`src/rtl/led_pattern_gen.sv`:
```
// LED animation generator: prescaled stepping of fill/drain/chase/bounce/count
// patterns on a WIDTH-bit bus, with one-cycle step and wrap pulses.
//
// mode_q | meaning
// 0      | FILL   - shift ones in until full, then clear
// 1      | DRAIN  - shift zeros in until empty, then refill
// 2      | CHASE  - single rotating one
// 3      | BOUNCE - single one sweeping up then down
// 4      | COUNT  - binary up/down counter
module led_pattern_gen #(
    parameter int WIDTH = 8,
    parameter int DIV_W = 24
) (
    input  logic             clk,
    input  logic             rst_n,
    input  logic             en,
    input  logic [2:0]       mode,
    input  logic             dir,
    input  logic [DIV_W-1:0] div,
    output logic [WIDTH-1:0] led,
    output logic             step,
    output logic             wrap
);

    localparam logic [2:0] MODE_FILL   = 3'd0;
    localparam logic [2:0] MODE_DRAIN  = 3'd1;
    localparam logic [2:0] MODE_CHASE  = 3'd2;
    localparam logic [2:0] MODE_BOUNCE = 3'd3;
    localparam logic [2:0] MODE_COUNT  = 3'd4;

    localparam logic [WIDTH-1:0] PAT_ZERO = '0;
    localparam logic [WIDTH-1:0] PAT_ONES = '1;
    localparam logic [WIDTH-1:0] PAT_LSB  = {{(WIDTH-1){1'b0}}, 1'b1};
    localparam logic [WIDTH-1:0] PAT_MSB  = {1'b1, {(WIDTH-1){1'b0}}};

    logic [WIDTH-1:0] r_led;
    logic [DIV_W-1:0] r_cnt;
    logic [2:0]       r_mode_q;
    logic             r_bdir_down;
    logic             r_step;
    logic             r_wrap;

    logic [2:0]       w_mode_eff;
    logic [WIDTH-1:0] w_start_pat;
    logic [WIDTH-1:0] w_pat_nxt;
    logic             w_pat_wrap;
    logic             w_pat_bdir_down;

    logic [WIDTH-1:0] w_led_nxt;
    logic [DIV_W-1:0] w_cnt_nxt;
    logic [2:0]       w_mode_q_nxt;
    logic             w_bdir_down_nxt;
    logic             w_step_nxt;
    logic             w_wrap_nxt;

    // State register
    always_ff @(posedge clk) begin
        if (!rst_n) begin
            r_led       <= '0;
            r_cnt       <= '0;
            r_mode_q    <= MODE_FILL;
            r_bdir_down <= 1'b0;
            r_step      <= 1'b0;
            r_wrap      <= 1'b0;
        end else begin
            r_led       <= w_led_nxt;
            r_cnt       <= w_cnt_nxt;
            r_mode_q    <= w_mode_q_nxt;
            r_bdir_down <= w_bdir_down_nxt;
            r_step      <= w_step_nxt;
            r_wrap      <= w_wrap_nxt;
        end
    end

    // Pattern arithmetic: start value for the requested mode and the
    // candidate next value for the current mode if a tick occurs.
    always_comb begin
        w_mode_eff      = (mode > MODE_COUNT) ? MODE_FILL : mode;
        w_start_pat     = PAT_ZERO;
        w_pat_nxt       = r_led;
        w_pat_wrap      = 1'b0;
        w_pat_bdir_down = r_bdir_down;

        case (w_mode_eff)
            MODE_DRAIN:  w_start_pat = PAT_ONES;
            MODE_CHASE:  w_start_pat = dir ? PAT_MSB : PAT_LSB;
            MODE_BOUNCE: w_start_pat = PAT_LSB;
            default:     w_start_pat = PAT_ZERO;
        endcase

        case (r_mode_q)
            MODE_FILL: begin
                if (r_led == PAT_ONES) begin
                    w_pat_nxt  = PAT_ZERO;
                    w_pat_wrap = 1'b1;
                end else if (dir) begin
                    w_pat_nxt = {1'b1, r_led[WIDTH-1:1]};
                end else begin
                    w_pat_nxt = {r_led[WIDTH-2:0], 1'b1};
                end
            end
            MODE_DRAIN: begin
                if (r_led == PAT_ZERO) begin
                    w_pat_nxt  = PAT_ONES;
                    w_pat_wrap = 1'b1;
                end else if (dir) begin
                    w_pat_nxt = {1'b0, r_led[WIDTH-1:1]};
                end else begin
                    w_pat_nxt = {r_led[WIDTH-2:0], 1'b0};
                end
            end
            MODE_CHASE: begin
                w_pat_nxt  = dir ? {r_led[0], r_led[WIDTH-1:1]}
                                 : {r_led[WIDTH-2:0], r_led[WIDTH-1]};
                w_pat_wrap = (w_pat_nxt == (dir ? PAT_MSB : PAT_LSB));
            end
            MODE_BOUNCE: begin
                // Direction flips on the step that lands on an end bit.
                if (!r_bdir_down) begin
                    w_pat_nxt       = r_led << 1;
                    w_pat_bdir_down = w_pat_nxt[WIDTH-1];
                end else begin
                    w_pat_nxt       = r_led >> 1;
                    w_pat_wrap      = w_pat_nxt[0];
                    w_pat_bdir_down = ~w_pat_nxt[0];
                end
            end
            MODE_COUNT: begin
                w_pat_nxt  = dir ? (r_led - WIDTH'(1)) : (r_led + WIDTH'(1));
                w_pat_wrap = (w_pat_nxt == (dir ? PAT_ONES : PAT_ZERO));
            end
            default: begin
                w_pat_nxt = r_led;
            end
        endcase
    end

    // Next-state: mode change beats tick; disabled cycles freeze everything.
    always_comb begin
        w_led_nxt       = r_led;
        w_cnt_nxt       = r_cnt;
        w_mode_q_nxt    = r_mode_q;
        w_bdir_down_nxt = r_bdir_down;
        w_step_nxt      = 1'b0;
        w_wrap_nxt      = 1'b0;

        if (w_mode_eff != r_mode_q) begin
            w_led_nxt       = w_start_pat;
            w_cnt_nxt       = '0;
            w_mode_q_nxt    = w_mode_eff;
            w_bdir_down_nxt = 1'b0;
        end else if (en) begin
            if (r_cnt >= div) begin
                w_cnt_nxt       = '0;
                w_led_nxt       = w_pat_nxt;
                w_bdir_down_nxt = w_pat_bdir_down;
                w_step_nxt      = 1'b1;
                w_wrap_nxt      = w_pat_wrap;
            end else begin
                w_cnt_nxt = r_cnt + DIV_W'(1);
            end
        end
    end

    // Outputs
    always_comb begin
        led  = r_led;
        step = r_step;
        wrap = r_wrap;
    end

endmodule

```
`config.mk`:
```
export PLATFORM = sky130hd
export DESIGN_NAME = led_pattern_gen
export DESIGN_NICKNAME = d
export VERILOG_FILES = /design/src/rtl/led_pattern_gen.sv
export SDC_FILE = /design/constraint.sdc
export NUM_CORES = 1
export LEC_CHECK = 0
export BUFFER_PORTS_ARGS = -buffer_cell sky130_fd_sc_hd__clkbuf_2
export CAP_MARGIN = 5
export CORE_ASPECT_RATIO = 1.25
export CORE_MARGIN = 3
export CORE_UTILIZATION = 35
export DETAILED_ROUTE_END_ITERATION = 12
export PLACE_DENSITY_LB_ADDON = 0.15
export SLEW_MARGIN = 10
export SYNTH_ARGS = -nofsm -noshare
export SYNTH_HDL_FRONTEND = slang
export SYNTH_SLANG_ARGS = --single-unit
```
`constraint.sdc`:
```
create_clock -name clk -period 3.3 [get_ports clk]
set_clock_uncertainty 0.05 [all_clocks]
set_input_delay 0 -clock clk [delete_from_list [all_inputs] [get_ports clk]]
set_output_delay 0 -clock clk [all_outputs]
set_load 0.05 [all_outputs]
```
==> reports/metrics.cfg <==
[routing]
antenna_left = 0
drt_iter0_drc = 190
firstDrtPassIters = 5
routed_wl_mm = 8.39
routed_via_density = 5.27
drc = 0
vias = 3046
wl_per_cell_um = 14.5

[global_route]
grt_usage = 0.169
first_global_vias = 3100
grt_first_pass_wirelength_mm = 14.4
grt_antenna_before_repair = 0
grt_max_degree = 22
grt_overflow = 0

[worst_setup_path]
worstSetupEndpointType = register
cp_max_fo = 9
slowest_stage = dfxtp_1
critPathRequiredTime_ns = 3.47
crit_type = register to register
worst-path-buf-inv = 1
start_kind = register
slowest_delay_ns = 0.54
critPathTopFamily = compound AO/OA/AOI/OAI gates
crit_top_cell = a211o_1
r2r.worst_path.cells = 9
worst_ep_arrival_time_ns = 3.06
reg2reg_slack_ns = 0.41
crit_cells = 9
cp_cell_sequence = inv_1 -> ha_1 -> nand2b_1 -> a211o_1 -> a32oi_1 -> xnor2_1 -> or4b_1 -> a211o_1 -> a21boi_1

[floorplanning]
ios = 41
core_area_mm2 = 0.00880
die_area_mm2 = 0.0104
start_util = 0.365
row_count = 38
die_height_um = 113
die_w_um = 91.6

[cts]
cts_sinks = 38
cts_tree = yes
clk_pin_slew_worst_paths_ns = 0.09
cts_made_buffers = 5
cts_buffer_depth = 2
cts_setup_buffers = 0
postCtsResizedCells = 0
cts-root-buf = clkbuf_8
clkLatencyLatePin_ns = 0.30
cts_max_level = 2

[outcome]
outcome = completed

[synth]
yosysWarnings = 0
synth_area_mm2 = 0.00321
synth_flop_cell = dfxtp_1
avgSynthCellArea_um2 = 7.73
async_flop_share = 0
synthesis.instances = 415
ys_seq_elements = 38
ys_seq_area_frac = 0.237
synth_nets = 481
synth_edf_count = 0
synth_cell_types = 63

[final_layout]
fin_cells = 578
nets = 523
drive_above_1_share = 0.153
num_antenna_cells = 0
syn_to_final_growth_pct = 15.7
final_common_cell = nor2_1
final_cell_mix = nor2_1, nand2_1, inv_1, clkbuf_2, dfxtp_1
fill_cells = 942

[hold_path]
min_delay_path_depth = 2
min_path_type = input port to register

[timing]
final_hold_viol_count = 0
tightest_slew_ns = 0.769
final.period_utilization = 0.875
max_slew_margin = 0.484
rsz0062_at_grt = false
setup_viol = 0
min_period_ns = 2.89
tns_ns = 0
drv_slew = 0
fmax_mhz = 346

[place]
portBuffers = 40
hpwlAfterDp_mm = 6.56
place_inst = 565
gp_congestion = 0.897

[flow_run]
drv_cap = 0

[power]
p_leak_nw = 1.53
powerDensity_mw_per_mm2 = 364
vdd_ir_drop_max_v = 0.000179

stage by stage:
step / utilization / hold slack [ns] / area [um2] / setup slack [ns] / total power [mW]
3_5_place_dp: 0.400 / 0.279 / 3520 / 0.424 / 0.866
4_1_cts: 0.422 / 0.0435 / 3710 / 0.394 / 1.36
5_1_grt: 0.422 / 0.0556 / 3710 / 0.215 / 1.43
6_report: 0.422 / 0.0389 / 3710 / 0.412 / 1.35
2_1_floorplan: - / 0.0812 / 3210 / 0.359 / 0.764
3_3_place_gp: 0.400 / 0.276 / 3520 / 0.445 / 0.863
Yosys cell counts, types with 2 or more instances:
library cell	instances	share of area
nand4_1	11	0.021
and2_1	2	0.0039
nor2_1	52	0.061
a211o_1	3	0.0082
clkbuf_1	10	0.012
nand3_1	6	0.0094
o21ai_1	2	0.0031
xor2_1	15	0.041
o211ai_1	3	0.0070
nand2_1	43	0.050
nor4_1	5	0.0098
buf_2	4	0.0062
a31o_2	2	0.0055
dfxtp_1	38	0.24
a221oi_1	7	0.019
a211oi_1	6	0.014
buf_6	2	0.0070
a32oi_1	3	0.0082
nand4b_1	3	0.0082
nor3_1	9	0.014
nor3b_1	4	0.0094
nor2b_1	4	0.0078
xnor2_1	13	0.036
mux2_2	4	0.014
mux2i_1	2	0.0062
ha_1	34	0.13
a211oi_2	3	0.012
nand2b_1	7	0.014
a21oi_1	24	0.037
inv_1	40	0.047
nand3b_1	2	0.0047
o21ai_0	15	0.023
and3_1	7	0.014
worst paths after layout:
check,startpoint,to
setup / recovery,led[1],wrap
hold / removal,mode[2],r_mode_q[2]
setup reg to reg,led[1],wrap
hold reg to reg,r_cnt[1],r_cnt[1]
repair_timing:
item	CTS	global route
hold endpoints to repair	5	0
hold buffers	5	0
endpoints found under the setup margin	0	0
worst reg2reg max path, delay by kind of cell, from the launching register on:
kind                     cells  cell delay, ns
XOR/XNOR                     1            0.20
flip-flops                   1            0.54
AO/OA/AOI/OAI                4            0.92
adder cells (fa/ha/maj)      1            0.29
AND/OR/NAND/NOR              2            0.62
buffers and inverters        1            0.18
registers in the layout, indices dropped and copies added (netlist names):
name	flops
led	8
r_bdir_down	1
r_cnt	24
r_mode_q	3
step	1
wrap	1
layer usage:
| layer | GRT usage | up-vias | wire length [um] |
|---|---|---|---|
| met5 | 0 | - | 0 |
| met4 | 0.0664 | 0 | 189 |
| met3 | 0.0359 | 14 | 424 |
| met2 | 0.302 | 81 | 4220 |
| met1 | 0.195 | 1395 | 3550 |
| li1 | - | 1556 | - |
area by class of cell:
class	instances	area [um2]	area share
multi-input cells	320	2210	0.596
flip-flops and latches	38	761	0.205
repair buffers	51	295	0.0796
inverters	41	154	0.0415
well taps	120	150	0.0405
clock buffers	5	68.8	0.0185
clock inverters	3	68.8	0.0185
cells by family after synthesis:
| group | synth area share |
|---|---|
| AOI/OAI and AO/OA | 0.209 |
| xor gates and xnor gates | 0.0765 |
| adders and majority gates | 0.139 |
| buffers and inverters | 0.0730 |
| DFF | 0.237 |
| muxes | 0.0203 |
| and+or+nand+nor | 0.245 |
where the power goes:
| group | internal, mW | switching [mW] | leakage (nW) |
|---|---|---|---|
| Clock | 0.303 | 0.187 | 0.0683 |
| Sequential | 0.471 | 0.0287 | 0.308 |
| Combinational | 0.141 | 0.221 | 1.15 |
| Total | 0.915 | 0.436 | 1.53 |
(Power assumes the default switching activity.)
